[config.mk]
export PLATFORM = sky130hd
export DESIGN_NAME = alu_operand_stage
export DESIGN_NICKNAME = d
export VERILOG_FILES = /design/src/rtl/alu_operand_stage.sv
export SDC_FILE = /design/constraint.sdc
export NUM_CORES = 2
export LEC_CHECK = 0
export CORE_MARGIN = 10
export CORE_UTILIZATION = 25
export DETAILED_ROUTE_END_ITERATION = 10
export PLACE_DENSITY = 0.45
export SYNTH_ARGS = -nofsm -noshare
export SYNTH_HDL_FRONTEND = slang
export SYNTH_SLANG_ARGS = --single-unit
export TNS_END_PERCENT = 1
[constraint.sdc]
create_clock -name clk -period 6.6 [get_ports clk]
set_input_delay 1.32 -clock clk [delete_from_list [all_inputs] [get_ports clk]]
set_output_delay 1.32 -clock clk [all_outputs]
set_load 0.005 [all_outputs]
[src/rtl/alu_operand_stage.sv]
// alu_operand_stage: operand-issue stage directly ahead of the ALU.
// Owns the architectural register file, its write-back port and a per-register
// busy scoreboard that stalls issue on read-after-write hazards. Operands are
// presented to the ALU through a one-deep registered output with valid/ready.
// Optional feature macro: ALU_OPSTAGE_BYPASS_EN -- when defined, a write-back
// landing this cycle is forwarded into operand read and releases the hazard in
// the same cycle; when undefined, the dependent op waits one extra cycle.
module alu_operand_stage #(
  parameter int WORD_LEN   = 32,
  parameter int REG_COUNT  = 32,
  localparam int RW        = $clog2(REG_COUNT)
) (
  input  logic                clk,
  input  logic                rst_n,
  input  logic                in_valid,
  output logic                in_ready,
  input  logic [RW-1:0]       in_rs1,
  input  logic [RW-1:0]       in_rs2,
  input  logic [RW-1:0]       in_rd,
  input  logic [WORD_LEN-1:0] in_imm,
  input  logic                in_use_imm,
  input  logic [3:0]          in_op_select,
  output logic                out_valid,
  input  logic                out_ready,
  output logic [WORD_LEN-1:0] out_a,
  output logic [WORD_LEN-1:0] out_b,
  output logic [3:0]          out_op_select,
  output logic [RW-1:0]       out_rd,
  input  logic                wb_en,
  input  logic [RW-1:0]       wb_rd,
  input  logic [WORD_LEN-1:0] wb_data
);

  // Architectural state. Entry 0 is never written, so it stays at its reset
  // value of zero and register 0 reads 0 without a special read-side case.
  logic [WORD_LEN-1:0]  regfile_reg [REG_COUNT];
  logic [REG_COUNT-1:0] busy_reg;

  // Registered ALU-facing outputs.
  logic                 out_valid_reg;
  logic [WORD_LEN-1:0]  out_a_reg;
  logic [WORD_LEN-1:0]  out_b_reg;
  logic [3:0]           out_op_reg;
  logic [RW-1:0]        out_rd_reg;

  // One-hot decodes of this cycle's write-back target and newly-busy target.
  logic [REG_COUNT-1:0] wb_hit;
  logic [REG_COUNT-1:0] set_hit;

  logic                 fwd_a;
  logic                 fwd_b;
  logic                 blk_a;
  logic                 blk_b;
  logic                 hazard;
  logic                 accept;
  logic [WORD_LEN-1:0]  opnd_a;
  logic [WORD_LEN-1:0]  opnd_b;

  // Per-register decode; register 0 never matches, which both discards writes
  // to it and keeps it out of the scoreboard.
  genvar gi;
  generate
    for (gi = 0; gi < REG_COUNT; gi++) begin : g_dec
      if (gi == 0) begin : g_zero
        assign wb_hit[gi]  = 1'b0;
        assign set_hit[gi] = 1'b0;
      end else begin : g_nz
        assign wb_hit[gi]  = wb_en  && (wb_rd == RW'(gi));
        assign set_hit[gi] = accept && (in_rd == RW'(gi));
      end
    end
  endgenerate

`ifdef ALU_OPSTAGE_BYPASS_EN
  // A source being written back this cycle takes the write-back value and is
  // no longer considered pending.
  assign fwd_a = wb_hit[in_rs1];
  assign fwd_b = wb_hit[in_rs2];
`else
  // No forwarding: a pending source must wait until the register file holds it.
  assign fwd_a = 1'b0;
  assign fwd_b = 1'b0;
`endif

  assign blk_a  = busy_reg[in_rs1] && !fwd_a;
  assign blk_b  = !in_use_imm && busy_reg[in_rs2] && !fwd_b;
  assign hazard = in_valid && (blk_a || blk_b);

  // Ready depends only on output occupancy and the hazard, never on itself.
  assign in_ready = (!out_valid_reg || out_ready) && !hazard;
  assign accept   = in_valid && in_ready;

  assign opnd_a = fwd_a ? wb_data : regfile_reg[in_rs1];
  assign opnd_b = in_use_imm ? in_imm
                : (fwd_b ? wb_data : regfile_reg[in_rs2]);

  // Register file: write-back port, register 0 excluded by the decode.
  always_ff @(posedge clk or negedge rst_n) begin
    if (!rst_n) begin
      for (int i = 0; i < REG_COUNT; i++) begin
        regfile_reg[i] <= '0;
      end
    end else begin
      for (int i = 0; i < REG_COUNT; i++) begin
        if (wb_hit[i]) begin
          regfile_reg[i] <= wb_data;
        end
      end
    end
  end

  // Scoreboard: write-back clears, a newly issued destination sets; when both
  // hit the same register the set wins because the newer result is pending.
  always_ff @(posedge clk or negedge rst_n) begin
    if (!rst_n) begin
      busy_reg <= '0;
    end else begin
      busy_reg <= (busy_reg & ~wb_hit) | set_hit;
    end
  end

  // Output register: load on accept, otherwise drain on ready and hold data.
  always_ff @(posedge clk or negedge rst_n) begin
    if (!rst_n) begin
      out_valid_reg <= 1'b0;
      out_a_reg     <= '0;
      out_b_reg     <= '0;
      out_op_reg    <= '0;
      out_rd_reg    <= '0;
    end else if (accept) begin
      out_valid_reg <= 1'b1;
      out_a_reg     <= opnd_a;
      out_b_reg     <= opnd_b;
      out_op_reg    <= in_op_select;
      out_rd_reg    <= in_rd;
    end else if (out_ready) begin
      out_valid_reg <= 1'b0;
    end
  end

  assign out_valid     = out_valid_reg;
  assign out_a         = out_a_reg;
  assign out_b         = out_b_reg;
  assign out_op_select = out_op_reg;
  assign out_rd        = out_rd_reg;

endmodule

# Yosys cells after proc, flatten, opt, wreduce, memory -nomap -nowiden
# Index checks and enable logic that the tools add are counted.
dict set report totals {
  ff_bits 1098
  out_inout_bits 75
  word_cells 193
}
dict set report op_classes {
  magnitude_cmp 4
  n_eq_ne 62
  muxes 13
  n_bitwise 5
  n_reduce_logical 72
}
# op n
set ops {}
lappend ops {{32-bit binary-select mux with 5-bit select} 2}
lappend ops {{5-bit equality test, second input constant} 32}
lappend ops {{32-bit two-way mux} 5}
lappend ops {{5-bit by 4-bit equality test with 1-bit output, second input constant} 16}
lappend ops {{1-bit logical AND} 66}
lappend ops {{5-bit by 3-bit equality test with 1-bit output, second input constant} 8}
lappend ops {{32-bit AND} 1}
lappend ops {{32-bit NOT} 1}
lappend ops {{32-bit bitwise OR} 1}
lappend ops {{5-bit by 2-bit equality test with 1-bit output, second input constant} 4}
lappend ops {{6-bit greater-or-equal comparator, second input constant} 2}
lappend ops {{5-bit by 6-bit < comparator with 1-bit output, second input constant} 2}
lappend ops {{5-bit NOT with 6-bit output} 2}
lappend ops {{1-bit binary-select mux with 5-bit select} 2}
lappend ops {{5-bit by 1-bit equality test with 1-bit output, second input constant} 2}
lappend ops {{1-bit two-way mux} 4}
lappend ops {{1-bit logical NOT} 3}
lappend ops {{1-bit logical OR} 2}
lappend ops {{2-bit nonzero test} 1}

# Longest topological paths before layout
dict set report logic_depth {
  word_depth 10
  depth_mapped 11
  depth_no_buf 6
}

# Least setup slack after synthesis
# No wires, ideal clock.
dict set report synth_timing {
  path_type {input to output}
  startpoint {input in_rs2[0]}
  endpoint {output in_ready}
  t_arrival_ns 3.112
  required_ns 5.280
  slack_ns 2.168
  cell_stages 8
  n_path_buf 2
  path_cell_list {mux4_2 > mux2_2 > a221oi_1 > or4_1 > and3_1 > clkbuf_1 > buf_2 > o21a_1}
}
dict set report synth_between {
  elab_chain_cells 7
}
# item line_no
set synth_lines {}
lappend synth_lines {{start: declaration} 18} ;# input logic [RW-1:0] in_rs2,
lappend synth_lines {{1-bit binary-select mux with 5-bit select} 86} ;# assign blk_b = !in_use_imm && busy_reg[in_rs2] && !fwd_b;
lappend synth_lines {{1-bit two-way mux (not written as such)} 86}
lappend synth_lines {{1-bit logical AND} 86}
lappend synth_lines {{1-bit logical OR} 87} ;# assign hazard = in_valid && (blk_a || blk_b);
lappend synth_lines {{1-bit logical AND} 87}
lappend synth_lines {{1-bit logical NOT} 90} ;# assign in_ready = (!out_valid_reg || out_ready) && !hazard;
lappend synth_lines {{1-bit logical AND} 90}
lappend synth_lines {{end: declaration} 16} ;# output logic in_ready,
# Every way passes these cells. The select of a mux whose other input is x is not followed.

# Final worst setup path
dict set report layout_timing {
  startpoint {input in_rs2[1]}
  endpoint {output in_ready}
}
# Same word-level chain as after synthesis.

==> out/qor.yml <==
run_status:
  outcome: "completed"
power_and_ir_drop:
  peakVddDrop_uv: 201.4
  powerDensity_nw_per_um2: 319.3
  power_leakage_nw: 27.59
setup_path:
  cp_max_fo: 54
  crit_required_ps: 5280
  crit_type: "input pin to output pin"
  startpoint_type: "input pin"
  worstPathArrival_ps: 3950
  r2r_start: "busy_reg[9]"
  critPathCaptureType: "output pin"
  startpoint: "in_rs2[1]"
sta:
  drv_slew: 0
  setup_viol: 0
  hold_ws_ps: 500.8
  period_share: 0.7978
  fin_crit_ps: 5266
  slew_headroom: 0.1746
  rsz0062_at_grt: "false"
  tns_ps: 0
  finalHoldViolations: 0
  fin_worst_skew_ps: 39.97
  tightest_slew_ps: 1235
  finalWorstSetupSlack_ps: 1334
  fmax_ghz: 0.1899
clock_tree:
  cts_buffers: 133
  clkTransAtPathRegs_ps: 60
  post_cts_resized: 0
  cts_hold_buf: 0
  h-tree-depth: 4
  cts_tree: "built"
  insertion_delay_ps: 800
  cts_num_sinks: 1097
  postCtsSetupBuffers: 0
  cts.root.buffer_cell: "clkbuf_16"
  cts_buffer_depth: 3
grt:
  grt_pass1_wl_um: 304300
  grt_overflow: 0
  antenna_found_initial: 20
  grt_pass1_vias: 38090
  grt_max_degree: 151
  grtUsageTotal: 0.1678
floorplanning:
  ios: 169
  design.core.area_um2: 227900
  die_h_um: 499.4
  fp.dieW_um: 499.4
  num_rows: 175
  die_area_um2: 249400
  start_util: 0.2521
detailed_routing:
  drt_iter0_drc: 2699
  wl_um: 212900
  wl_per_cell_um: 31.41
  vias_per_cell: 5.225
  drc: 0
  drtAntennaViolNets: 0
  drt-pass1-iter-count: 5
  routed-via-count: 35420
yosys:
  synth-seq-cells: 1097
  synthTopCellsByArea: "dfrtp_1 (48%), mux2_2 (23%), mux4_2 (21%)"
  synth_cell_types: 45
  yosys_warnings: 0
  synth_flop_cell: "dfrtp_1"
  syn_nets: 3761
  synth_cells: 3667
  syn_area_per_cell_um2: 15.67
  netlist_area_um2: 57460
  synthArstFlopShare: 1.000
  synth_top_area_frac: 0.4778
  synth_edf_count: 0
  synth_area_leader_cell: "dfrtp_1"
  ys_seq_area_frac: 0.4778
min_path:
  hp-start: "out_op_select[2]"
  holdCritPathClass: "flip-flop to flip-flop"
place:
  portBuffers: 168
  dp_cells: 6540
  finalWeightedCongestion: 0.7452
  dp_hpwl_um: 120700
  placed_area_um2: 62450
  post-place-ws_ps: 1276
layout:
  fin_area_um2: 66900
  drive_above_1_share: 0.5497
  nets: 3760
  largest_reg_flops: 992
  finalNonFillerCells: 6779
  area_growth_syn_to_layout_pct: 16.43
  fillCellCount: 22620
run:
  max_cap_violations: 0
## cells in the final DEF, fill, tap and decap left out, drive strengths merged, types with 3 or more instances in the layout
master,instances
mux2,1180
dfrtp,1097
mux4,540
clkbuf,202
clkdlybuf4s50,157
buf,102
nor2,69
inv,40
a221oi,35
a22oi,33
a22o,33
o22ai,32
a21oi,31
nor3,28
a32o,25
clkinv,22
nand2,22
o41ai,15
o22a,15
nand2b,14
nor2b,13
o21ai,11
mux2i,9
bufinv,7
nand4,6
or2,3
nor4,3
nand3,3
## cell usage after synthesis (all sizes together) (2+ instances only)
library cell	instances
o21a	2
a221oi	35
nand4	6
nand4b	2
and2	2
o41ai	15
nor4	3
nand2	22
or2	3
o211ai	2
a22o	33
dfrtp	1097
mux2i	9
o22a	15
clkbuf	257
nor3	28
inv	32
mux4	540
or3	2
nand3	3
o22ai	32
nor2b	13
a21oi	31
nor2	69
a22oi	33
o21ai	11
a32o	25
a211oi	2
nand2b	14
buf	139
mux2	1180
## cell families after synthesis
family          count (synthesis)  synth area share
flops                        1097            0.4778
buf+inv                       429           0.03116
compound gates                240           0.03221
simple gates                  172           0.01435
mux                          1729            0.4445
## layout make-up
class	instances	area, um^2	share of cell area
flip-flops and latches	1097	27450	0.4104
diodes	1	2.502	0.00003741
clock buffers	201	3925	0.05867
clock inverters	37	521.8	0.007799
inverters	33	125.1	0.001870
well taps	3009	3765	0.05628
repair buffers	260	2610	0.03902
multi-input cells	2141	28490	0.4260
## worst max-delay path: stages
cell             delay [ps]
buf_8                   440
mux4_2                  580
o21a_1                  180
a221oi_1                280
or4_1                   240
and3_1                  240
o21a_1                  120
clkdlybuf4s50_1         510
## worst paths after layout
path                                     to  slack [ps]  cells after the start
hold / removal             out_op_select[2]         500                      1
min in group asynchronous  regfile_reg[201]         540                      1
hold reg to reg            out_op_select[2]         500                      1
setup reg to reg                  out_a[14]        3470                      7
max in group asynchronous  regfile_reg[499]        4500                      3
setup / recovery                   in_ready        1330                      8
## per-stage QoR
step                        util  power (W)
after floorplan                -    0.01212
after global placement    0.2740    0.01390
after detailed placement  0.2740    0.01398
after CTS                 0.2935    0.02165
after global routing      0.2935    0.02239
final                     0.2935    0.02136
## layer usage
metal / up-vias / GRT usage / wire (um)
li1: 14360 / - / -
met2: 911 / 0.2741 / 101500
met5: - / 0 / 156
met3: 330 / 0.03217 / 9838
met1: 19800 / 0.2272 / 95770
met4: 22 / 0.04556 / 5618
## power by group
part	switching, W	internal [W]	leakage (nW)
Combinational	0.00171	0.00286	11.4
Sequential	0.00108	0.00816	14.0
Clock	0.00314	0.00441	2.18
Total	0.00593	0.0154	27.6
No activity file was read; power rests on OpenSTA's default activity.
